===== src/rtl/ssd_scan_controller.sv =====
// Scan sequencer for a multiplexed 4-digit seven-segment display.
// Buffers received bytes as nibbles and time-multiplexes digit selects.
module ssd_scan_controller #(
    parameter int PAYLOAD_BITS   = 8,
    parameter int SCAN_DIV       = 208_333,
    parameter int BLANK_CYCLES   = 500,
    parameter int TIMEOUT_FRAMES = 120
) (
    input  logic                    clk,
    input  logic                    rst,
    input  logic [PAYLOAD_BITS-1:0] rx_data,
    input  logic                    rx_valid,
    input  logic                    clear,
    output logic [3:0]              input_bits,
    output logic                    dash,
    output logic [3:0]              dig_sel,
    output logic                    frame_tick
);

    localparam int CW = (SCAN_DIV > 2) ? $clog2(SCAN_DIV) : 1;
    localparam int FW = (TIMEOUT_FRAMES > 0) ? $clog2(TIMEOUT_FRAMES + 1) : 1;

    localparam logic [CW-1:0] CNT_LAST  = CW'(SCAN_DIV - 1);
    localparam logic [CW-1:0] CNT_TICK  = CW'(SCAN_DIV - 2);
    localparam logic [CW-1:0] CNT_BLANK = CW'(BLANK_CYCLES - 1);
    localparam logic [FW-1:0] FR_LAST   =
        FW'((TIMEOUT_FRAMES > 0) ? TIMEOUT_FRAMES - 1 : 0);
    localparam logic [FW-1:0] FR_MAX    = FW'(TIMEOUT_FRAMES);

    typedef enum logic {
        BLANK = 1'b0,
        SHOW  = 1'b1
    } state_t;

    state_t        state_q, state_d;
    logic [1:0]    idx_q, idx_d;
    logic [CW-1:0] cnt_q, cnt_d;
    logic [FW-1:0] frame_q, frame_d;
    logic [15:0]   buf_q, buf_d;
    logic [3:0]    valid_q, valid_d;
    logic [3:0]    dig_q, dig_d;
    logic [3:0]    bits_q, bits_d;
    logic          dash_q, dash_d;
    logic          tick_q, tick_d;

    always_ff @(posedge clk or posedge rst) begin
        if (rst) begin
            state_q <= BLANK;
            idx_q   <= 2'd0;
            cnt_q   <= '0;
            frame_q <= '0;
            buf_q   <= 16'h0000;
            valid_q <= 4'b0000;
            dig_q   <= 4'b0000;
            bits_q  <= 4'h0;
            dash_q  <= 1'b1;
            tick_q  <= 1'b0;
        end else begin
            state_q <= state_d;
            idx_q   <= idx_d;
            cnt_q   <= cnt_d;
            frame_q <= frame_d;
            buf_q   <= buf_d;
            valid_q <= valid_d;
            dig_q   <= dig_d;
            bits_q  <= bits_d;
            dash_q  <= dash_d;
            tick_q  <= tick_d;
        end
    end

    // Scan sequencer: the pulse is predicted one cycle early so it
    // lands registered on the final cycle of digit 3's slot.
    always_comb begin
        state_d = state_q;
        idx_d   = idx_q;
        cnt_d   = cnt_q + 1'b1;
        dig_d   = dig_q;
        bits_d  = bits_q;
        dash_d  = dash_q;
        tick_d  = (idx_q == 2'd3) && (cnt_q == CNT_TICK);
        unique case (state_q)
            BLANK: begin
                if (cnt_q == CNT_BLANK) begin
                    state_d = SHOW;
                    dig_d   = 4'b0001 << idx_q;
                end
            end
            SHOW: begin
                if (cnt_q == CNT_LAST) begin
                    state_d = BLANK;
                    cnt_d   = '0;
                    idx_d   = idx_q + 2'd1;
                    dig_d   = 4'b0000;
                    bits_d  = buf_q[{idx_d, 2'b00} +: 4];
                    dash_d  = ~valid_q[idx_d];
                end
            end
        endcase
    end

    // Buffer, valid flags and timeout; later assignments take priority.
    always_comb begin
        buf_d   = buf_q;
        valid_d = valid_q;
        frame_d = frame_q;
        if ((TIMEOUT_FRAMES != 0) && tick_q && (frame_q != FR_MAX)) begin
            if (frame_q == FR_LAST) begin
                valid_d = 4'b0000;
                frame_d = FR_MAX;
            end else begin
                frame_d = frame_q + 1'b1;
            end
        end
        if (rx_valid) begin
            buf_d   = {buf_q[7:0], rx_data[7:0]};
            valid_d = {valid_q[1:0], 2'b11};
            frame_d = '0;
        end
        if (clear) begin
            buf_d   = buf_q;
            valid_d = 4'b0000;
            frame_d = '0;
        end
    end

    assign input_bits = bits_q;
    assign dash       = dash_q;
    assign dig_sel    = dig_q;
    assign frame_tick = tick_q;

endmodule


===== config.mk =====
export PLATFORM = sky130hd
export DESIGN_NAME = ssd_scan_controller
export DESIGN_NICKNAME = d
export VERILOG_FILES = /design/src/rtl/ssd_scan_controller.sv
export SDC_FILE = /design/constraint.sdc
export NUM_CORES = 1
export LEC_CHECK = 0
export BUFFER_PORTS_ARGS = -buffer_cell sky130_fd_sc_hd__clkbuf_2
export CAP_MARGIN = 20
export CORE_ASPECT_RATIO = 1.4
export CORE_MARGIN = 4
export CORE_UTILIZATION = 34
export DETAILED_ROUTE_END_ITERATION = 7
export PLACE_DENSITY_LB_ADDON = 0.2
export SYNTH_ARGS = -nofsm -noshare
export SYNTH_HDL_FRONTEND = slang
export SYNTH_SLANG_ARGS = --single-unit

===== constraint.sdc =====
create_clock -name clk -period 6.8 [get_ports clk]
set_input_delay 1.36 -clock clk [delete_from_list [all_inputs] [get_ports clk]]
set_output_delay 1.36 -clock clk [all_outputs]
set_load 0.01 [all_outputs]

==> impl_metrics.yaml, run 1 <==
die:
  die_h_um: 115
  core-area_um2: 7850
  die_x_um: 84.3
  num_io_pins: 22
  rows: 38
  start_util_pct: 35.3
  die-area_um2: 9670
logic_synthesis:
  synth_cell_types: 40
  synth-seq-cells: 56
  synth_edf_count: 0
  synth_compound_area_share_pct: 6.55
  ys.flop_type: "dfrtp_1"
  synthArstFlopShare_pct: 100
  synth_top_area_share_pct: 49.7
  synth_top_family_by_area: "simple AND/OR/NAND/NOR gates"
  synth_xor_xnor_area_share_pct: 5.06
  synthAdderAreaFrac_pct: 3.62
  yosys.area_share.simple_pct: 16.5
  yosysWarnings: 0
  synth.avg_cell_area_um2: 11.2
  synth_top_cell_by_area: "dfrtp_1"
  synth_area_leaders: "dfrtp_1, mux2_2, ha_1, mux4_2, xnor2_1"
  yosysSeqAreaShare_pct: 50.7
  synthMuxAreaShare_pct: 13.3
  syn_nets: 267
  syn_inst: 247
  syn_area_um2: 2770
placement:
  placed_area_um2: 2960
  io_buffer_count: 21
  gp_congestion: 0.726
  place_hpwl_um: 3550
finish:
  fin_nets: 286
  drive_above_1_share_pct: 24.3
  final_area_um2: 3060
  mostFrequentLayoutCell: "dfrtp_1"
  area_growth_pct: 10.4
  most-common-layout-cells: "dfrtp_1, mux2_2, clkbuf_2"
  n_antenna_cell: 0
clocking:
  clk_latency_ps: 310
  cts.clk_slew.worst_paths_ps: 110
  clk_path_buf_depth: 2
  ctsResizeCount: 0
  ctsHoldBuffers: 0
  post_cts_buffers: 0
  cts_root_buf: "clkbuf_8"
  cts.sinks: 56
  cts_tree: "done"
  cts_buffers: 5
  htree_levels: 2
timing:
  period_needed_ps: 2520
  rsz0062_at_grt: "no"
  hold_ws_ps: 506
  worst_pin_slew_ps: 834
  setup_viol: 0
  finalMaxSlewViolations: 0
  fmax_mhz: 397
  slew_headroom_pct: 44.4
  fin_crit_sh_pct: 37.0
  fin_setup_tns_ps: 0
  fin_skew_ps: 11.1
  final-hold-violation-count: 0
grt:
  antenna_found_initial: 0
  grt_overflow: 0
  grt_pass1_wl_um: 9020
  groute.usage.overall_pct: 11.4
  grt_max_degree: 57
  grt_pass1_vias: 1879
routing:
  vias_per_cell: 5.04
  num_vias: 1851
  wl_per_cell_um: 13.6
  first_pass_iters: 4
  drt_iter0_markers: 86
  drc: 0
  wirelength_um: 4990
  drtAntennaViolNets: 0
critical_path:
  crit_chain: "or4_4 -> nor4_1 -> and3_1 -> mux2_2"
  worst_setup_path_start_kind: "flip-flop"
  endpoint: "input_bits[2]$_DFFE_PP0P_"
  critPathLaunch: "cnt_q[15]$_DFF_PP0_"
  max_stage_delay_ps: 740
  crit_path_top_delay_cell: "and3_1"
  rr_worst_depth: 4
  end_kind: "flip-flop"
  critPathKind: "reg2reg"
  cp.required_ps: 6990
  timing.rr.start: "cnt_q[15]$_DFF_PP0_"
  cp.arrival_ps: 2710
  worstPathMaxFanout: 20
  r2r_slack_ps: 4280
  r2r_end: "input_bits[2]$_DFFE_PP0P_"
outcome:
  status: "finished, final reports clean"
power_and_ir_drop:
  powerDensity_nw_per_um2: 193
  ir_worst_vdd_uv: 102
  p_leak_nw: 1.29
min_path:
  min_path_type: "reg2reg"
job:
  maxCapViolCount: 0
-- worst max-delay path, delay by kind of cell, from the launching register on --
family | cells | cell delay [ps]
flip-flops | 1 | 430
multiplexers | 1 | 410
AND/OR/NAND/NOR | 3 | 1560
-- final cells by class --
cell class | instances | area (µm²)
repair buffers | 23 | 120
multi-input cells | 162 | 1250
clock inverters | 3 | 25.0
clock buffers | 5 | 68.8
inverters | 18 | 67.6
well taps | 100 | 125
flip-flops and latches | 56 | 1400
fillers | 798 | 4790
-- Yosys cell counts, types with 3 or more instances --
| library cell | number |
|---|---|
| mux4_2 | 4 |
| nor3_1 | 5 |
| nor2b_1 | 3 |
| mux2_2 | 22 |
| nand3_1 | 13 |
| or4_1 | 6 |
| nor4_1 | 5 |
| a21oi_1 | 10 |
| ha_1 | 8 |
| o21ai_0 | 3 |
| xor2_1 | 6 |
| dfrtp_1 | 55 |
| xnor2_1 | 10 |
| mux2i_1 | 3 |
| o211ai_1 | 8 |
| or3_1 | 4 |
| inv_1 | 18 |
| nand4_1 | 4 |
| clkbuf_1 | 6 |
| nand2_1 | 11 |
| nor2_1 | 17 |
-- power by group --
group / leakage (nW) / switching, mW / total, mW / internal [mW]
clock network: 0.0452 / 0.114 / 0.189 / 0.0754
logic: 0.516 / 0.0154 / 0.0389 / 0.0236
registers: 0.727 / 0.0104 / 0.362 / 0.352
total: 1.29 / 0.139 / 0.590 / 0.451
-- layer usage --
metal	track usage [%]	part of all wire [%]	vias to the layer above
met1	14.3	46	911
li1	-	-	915
met2	19.6	51	21
met4	3.54	1.0	0
met5	0	0	-
met3	2.72	2.5	4
-- stage by stage --
stage	util [%]	setup WS (ps)	total power, mW	instances
final	39.0	4280	0.590	367
after global placement	37.8	4320	0.408	359
after CTS	39.0	4260	0.602	367
after global routing	39.0	4120	0.621	367
after detailed placement	37.8	4280	0.410	359
after floorplan	-	4070	0.397	247
-- flip-flops by register name (all words and copies together), names as in the netlist --
name and count:
cnt_q 18, buf_q 16, frame_q 7, dig_sel 4, input_bits 4, idx_q 2
valid_q 2, dash 1, frame_tick 1, state_q 1
-- how the worst min path moves through the flow --
stage | start | endpoint | slack [ps] | cells past startpoint
final | cnt_q[12]$_DFF_PP0_ | cnt_q[12]$_DFF_PP0_ | 510 | 1
after global routing | buf_q[11]$_DFFE_PP0P_ | buf_q[11]$_DFFE_PP0P_ | 540 | 1
after detailed placement | cnt_q[12]$_DFF_PP0_ | cnt_q[12]$_DFF_PP0_ | 490 | 1
after CTS | cnt_q[12]$_DFF_PP0_ | cnt_q[12]$_DFF_PP0_ | 510 | 1
after global placement | buf_q[10]$_DFFE_PP0P_ | buf_q[10]$_DFFE_PP0P_ | 480 | 1
after floorplan | cnt_q[12]$_DFF_PP0_ | cnt_q[12]$_DFF_PP0_ | 460 | 1
-- logic make-up after synthesis --
group | after synthesis
AOI/OAI and AO/OA | 28
xor gates and xnor gates | 16
and+or+nand+nor | 81
buffers and inverters | 29
adders and majority gates | 8
DFF | 56
muxes | 29
Note: power is estimated with default switching activity, not from simulation.
==> run 2: changes to the inputs <==
Clock period 6.8 ns to 2.2 ns, I/O delays scaled along.
==> run 2 against run 1 <==
Compared with the run above: first-iteration DRC count shrank 24%; fmax is 17% higher; critical path depth did not move; combinational power rose to 3.2 times the previous value; cell count grew 2.5%; clock power grew to 3.2 times the previous value; clock skew grew 3.3 ps; clock-buffer cell count did not move; critical path type unchanged; highest routed layer unchanged.
==> impl_metrics.yaml, run 2 (synthesis results as in run 1) <==
critical_path:
  cp.required_ps: 2440
  max_stage_delay_ps: 560
  timing.rr.start: "cnt_q[15]$_DFF_PP0_"
  cpMostUsedCell: "or4_4"
  crit_family: "simple AND/OR/NAND/NOR gates"
  cp.arrival_ps: 2380
  worstPathMaxFanout: 10
  cp_num_buf_inv: 0
  rr_worst_depth: 4
  r2r_slack_ps: 50
  worst_setup_path_start_kind: "flip-flop"
  crit_path_top_delay_cell: "or4_4"
  r2r_end: "dig_sel[1]$_DFFE_PP0P_"
  crit_chain: "or4_4 -> or4_4 -> or4b_1 -> o211ai_1"
  end_kind: "flip-flop"
  critPathKind: "reg2reg"
routing:
  drtAntennaViolNets: 0
  wl_per_cell_um: 13.8
  drt_iter0_markers: 65
  drc: 0
  wirelength_um: 5190
  vias_per_cell: 5.03
  num_vias: 1890
  first_pass_iters: 4
power_and_ir_drop:
  p_int_mw: 1.40
  powerDensity_nw_per_um2: 587
  switchingPower_mw: 0.451
  p_leak_nw: 1.35
  seq_power_share_pct: 60.4
  ir_worst_vdd_uv: 477
  finalPower_mw: 1.86
  p_clk_share_pct: 33.0
  combPwrFrac_pct: 6.6
  p_sw_share_pct: 24.3
timing:
  setup_viol: 0
  final-hold-violation-count: 0
  period_needed_ps: 2150
  finalMaxSlewViolations: 0
  setup_ws_ps: 54.7
  rsz0062_at_grt: "yes"
  fin_setup_tns_ps: 0
  slew_headroom_pct: 62.9
  worst_pin_slew_ps: 552
  fin_skew_ps: 14.3
  fin_crit_sh_pct: 97.5
  fmax_mhz: 466
placement:
  dpl_worst_slack_ps: 83.9
  gp_congestion: 0.781
  io_buffer_count: 21
  place_hpwl_um: 3700
  placed_cells: 368
  placed_area_um2: 3060
clocking:
  cts.sinks: 56
  clk_path_buf_depth: 2
  cts.clk_slew.worst_paths_ps: 110
  ctsResizeCount: 0
  cts_buffers: 5
  cts_tree: "done"
  htree_levels: 2
  ctsHoldBuffers: 0
  post_cts_buffers: 0
  clk_latency_ps: 310
  cts_root_buf: "clkbuf_8"
finish:
  mostFrequentLayoutCell: "dfrtp_1"
  fin_nets: 295
  area_growth_pct: 14.3
  drive_above_1_share_pct: 27.5
  most-common-layout-cells: "dfrtp_1, mux2_2, clkbuf_2"
  final_area_um2: 3160
  regMostFlops: "cnt_q"
  largest_register_ffs: 18
  n_fill_cell: 781
  biggestRegsByFlops: "cnt_q (18), buf_q (16), frame_q (7)"
  layout.cells.non_filler: 376
  n_antenna_cell: 0
grt:
  antenna_found_initial: 0
  grt_pass1_vias: 2030
  grt_max_degree: 57
  grt_pass1_wl_um: 9240
  grt_overflow: 0
  groute.usage.overall_pct: 11.7
die:
  die_x_um: 84.3
  start_util_pct: 35.3
  rows: 38
  die_h_um: 115
  num_io_pins: 22
  die-area_um2: 9670
  core-area_um2: 7850
min_path:
  min_path_type: "in2async"
job:
  maxCapViolCount: 0
outcome:
  status: "finished, final reports clean"
run 2: changes by cell type in the layout (fill, tap and decap cells not counted), sizes merged:
| cell | before | now |
|---|---|---|
| buf | 2 | 11 |
| clkinvlp | 1 | 0 |
| inv | 20 | 21 |
run 2: how the worst max path moves through the flow:
| stage | from | endpoint | slack (ps) | cells past startpoint |
|---|---|---|---|---|
| after global placement | cnt_q[15]$_DFF_PP0_ | dig_sel[1]$_DFFE_PP0P_ | 120 | 4 |
| final | cnt_q[15]$_DFF_PP0_ | dig_sel[1]$_DFFE_PP0P_ | 50 | 4 |
| after global routing | cnt_q[15]$_DFF_PP0_ | input_bits[2]$_DFFE_PP0P_ | -30 | 5 |
| after detailed placement | cnt_q[15]$_DFF_PP0_ | dig_sel[1]$_DFFE_PP0P_ | 80 | 4 |
| after CTS | cnt_q[15]$_DFF_PP0_ | dig_sel[1]$_DFFE_PP0P_ | 60 | 4 |
| after floorplan | cnt_q[15]$_DFF_PP0_ | dig_sel[1]$_DFFE_PP0P_ | 60 | 5 |
run 2: area by class of cell:
cell class	count	area, µm²	share of cell area [%]
tap	100	125	3.95
inverter	18	67.6	2.14
clock buffer	5	68.8	2.17
sequential	56	1400	44.3
timing repair buffer	32	213	6.72
multi-input combinational	162	1260	39.8
clock inverter	3	28.8	0.909
run 2: per-stage QoR:
step                      utilization (%)  hold WS, ps
after floorplan                         -          464
after global placement               38.9          480
after detailed placement             38.9          489
after CTS                            40.2          154
after global routing                 40.3          166
final                                40.3          140
run 2: metal layers:
metal  global-route usage (%)  vias up  part of all wire [%]
met5                        0        -                     0
met4                     3.86        0                   1.3
met3                     2.51        6                   2.6
met2                     21.0       18                    51
met1                     13.9      932                    45
li1                         -      934                     -
run 2: power by group through the flow:
stage	Sequential, mW	Clock, mW	Combinational (mW)
2_1_floorplan	1.13	0	0.0968
3_3_place_gp	1.14	0	0.124
3_5_place_dp	1.14	0	0.128
4_1_cts	1.12	0.649	0.128
5_1_grt	1.13	0.685	0.141
6_report	1.12	0.613	0.123
run 2: tightest hold or removal path, stage by stage:
cell and delay, ps:
clkbuf_2 90, inv_2 60, buf_12 270
==> run 3: changes to the inputs <==
Settings changed: RECOVER_POWER set to 100.
==> run 3 against run 2 <==
Compared with the run above: critical path depth unchanged; first-iteration DRC count is 1.5% lower; wire length about the same; clock power about the same; global-route usage did not move; worst setup slack better by 0.62 ps; flip-flop and latch count did not move; die area stayed put; worst hold slack better by 160 ps; final area shrank 1.1%; via count up 0.32%.
==> impl_metrics.yaml, run 3 (synthesis results as in run 1) <==
routing:
  drtAntennaViolNets: 0
  drt_iter0_markers: 64
  first_pass_iters: 4
  wirelength_um: 5180
  wl_per_cell_um: 13.8
  vias_per_cell: 5.04
  drc: 0
  num_vias: 1896
power_and_ir_drop:
  p_int_mw: 1.40
  p_sw_share_pct: 24.2
  ir_worst_vdd_uv: 473
  combPwrFrac_pct: 6.4
  p_leak_nw: 1.30
  p_clk_share_pct: 33.0
  switchingPower_mw: 0.448
  powerDensity_nw_per_um2: 591
  seq_power_share_pct: 60.6
die:
  start_util_pct: 35.3
  die-area_um2: 9670
  rows: 38
  die_h_um: 115
  die_x_um: 84.3
  core-area_um2: 7850
  num_io_pins: 22
critical_path:
  worst_setup_path_start_kind: "flip-flop"
  crit_family: "simple AND/OR/NAND/NOR gates"
  end_kind: "flip-flop"
  cp.required_ps: 2440
  cp_num_buf_inv: 0
  worstPathMaxFanout: 10
  r2r_slack_ps: 60
  rr_worst_depth: 4
  timing.rr.start: "cnt_q[15]$_DFF_PP0_"
  crit_path_top_delay_cell: "or4_4"
  max_stage_delay_ps: 560
  critPathKind: "reg2reg"
  cp.arrival_ps: 2380
  cpMostUsedCell: "or4_4"
  r2r_end: "dig_sel[1]$_DFFE_PP0P_"
  crit_chain: "or4_4 -> or4_4 -> or4b_1 -> o211ai_1"
timing:
  worst_pin_slew_ps: 1390
  fmax_mhz: 466
  finalMaxSlewViolations: 0
  setup_viol: 0
  final-hold-violation-count: 0
  rsz0062_at_grt: "yes"
  fin_crit_sh_pct: 97.5
  hold_ws_ps: 303
  period_needed_ps: 2140
  slew_headroom_pct: 7.56
  fin_skew_ps: 14.9
finish:
  biggestRegsByFlops: "cnt_q (18), buf_q (16), frame_q (7)"
  mostFrequentLayoutCell: "dfrtp_1"
  most-common-layout-cells: "dfrtp_1, mux2_2, inv_1"
  utilization_pct: 39.9
  area_growth_pct: 13.0
  n_antenna_cell: 0
  largest_register_ffs: 18
  drive_above_1_share_pct: 22.8
  fin_nets: 295
  regMostFlops: "cnt_q"
grt:
  grt_overflow: 0
  met1_usage_pct: 13.9
  grt_pass1_vias: 2030
  grt.busiest_layer: "met2"
  grt_pass1_wl_um: 9240
  antenna_found_initial: 0
  grt_util_met3_pct: 2.51
  met2_usage_pct: 21.0
  groute.usage.overall_pct: 11.7
  grt_max_degree: 57
clocking:
  cts_root_buf: "clkbuf_8"
  cts.clk_slew.worst_paths_ps: 110
  post_cts_buffers: 0
  ctsResizeCount: 0
  clk_latency_ps: 320
  cts_buffers: 5
  ctsHoldBuffers: 0
  cts.sinks: 56
  cts_tree: "done"
  clk_path_buf_depth: 2
  htree_levels: 2
placement:
  place_hpwl_um: 3700
  io_buffer_count: 21
  gp_congestion: 0.781
min_path:
  hold_end: "valid_q[2]$_DFFE_PP0P_"
  holdPathStages: 2
  worstHoldStart: "clear"
  min_path_type: "in2reg"
job:
  maxCapViolCount: 0
outcome:
  status: "finished, final reports clean"
run 3: cell types whose count changed in the layout (fill, tap and decap cells not counted), sizes merged:
cell,before,now
buf,11,8
clkbuf,26,29
run 3: through the flow:
| stage | TNS [ps] | instance area (µm²) | total power, mW | worst slack, ps | cells |
|---|---|---|---|---|---|
| after floorplan | 0 | 2770 | 1.23 | 59.8 | 247 |
| after global placement | 0 | 3060 | 1.26 | 119 | 368 |
| after detailed placement | 0 | 3060 | 1.27 | 83.9 | 368 |
| after CTS | 0 | 3150 | 1.90 | 64.9 | 376 |
| after global routing | -113 | 3130 | 1.95 | -32.1 | 376 |
| final | 0 | 3130 | 1.85 | 55.4 | 376 |
run 3: cell type report:
| cell class | count | area [µm²] |
|---|---|---|
| Clock inverter | 3 | 28.8 |
| Multi-Input combinational cell | 162 | 1260 |
| Fill cell | 794 | 4720 |
| Inverter | 18 | 67.6 |
| Tap cell | 100 | 125 |
| Clock buffer | 5 | 68.8 |
| Sequential cell | 56 | 1400 |
| Timing Repair Buffer | 32 | 178 |
run 3: worst max path at each step:
stage,slack [ps],from,end,cells past startpoint
floorplan,60,cnt_q[15]$_DFF_PP0_,dig_sel[1]$_DFFE_PP0P_,5
global placement,120,cnt_q[15]$_DFF_PP0_,dig_sel[1]$_DFFE_PP0P_,4
detailed placement,80,cnt_q[15]$_DFF_PP0_,dig_sel[1]$_DFFE_PP0P_,4
CTS,60,cnt_q[15]$_DFF_PP0_,dig_sel[1]$_DFFE_PP0P_,4
global route,-30,cnt_q[15]$_DFF_PP0_,input_bits[2]$_DFFE_PP0P_,5
finish,60,cnt_q[15]$_DFF_PP0_,dig_sel[1]$_DFFE_PP0P_,4
run 3: metal layers:
| layer | share of wire, % | wire (µm) |
|---|---|---|
| met4 | 1.4 | 70 |
| met5 | 0 | 0 |
| met1 | 45 | 2320 |
| met2 | 51 | 2650 |
| met3 | 2.7 | 141 |
run 3: power by group through the flow:
stage	registers, mW	logic [mW]	clock network, mW
after global routing	1.13	0.136	0.685
after detailed placement	1.14	0.128	0
final	1.12	0.118	0.610
after global placement	1.14	0.124	0
after floorplan	1.13	0.0968	0
after CTS	1.12	0.128	0.649
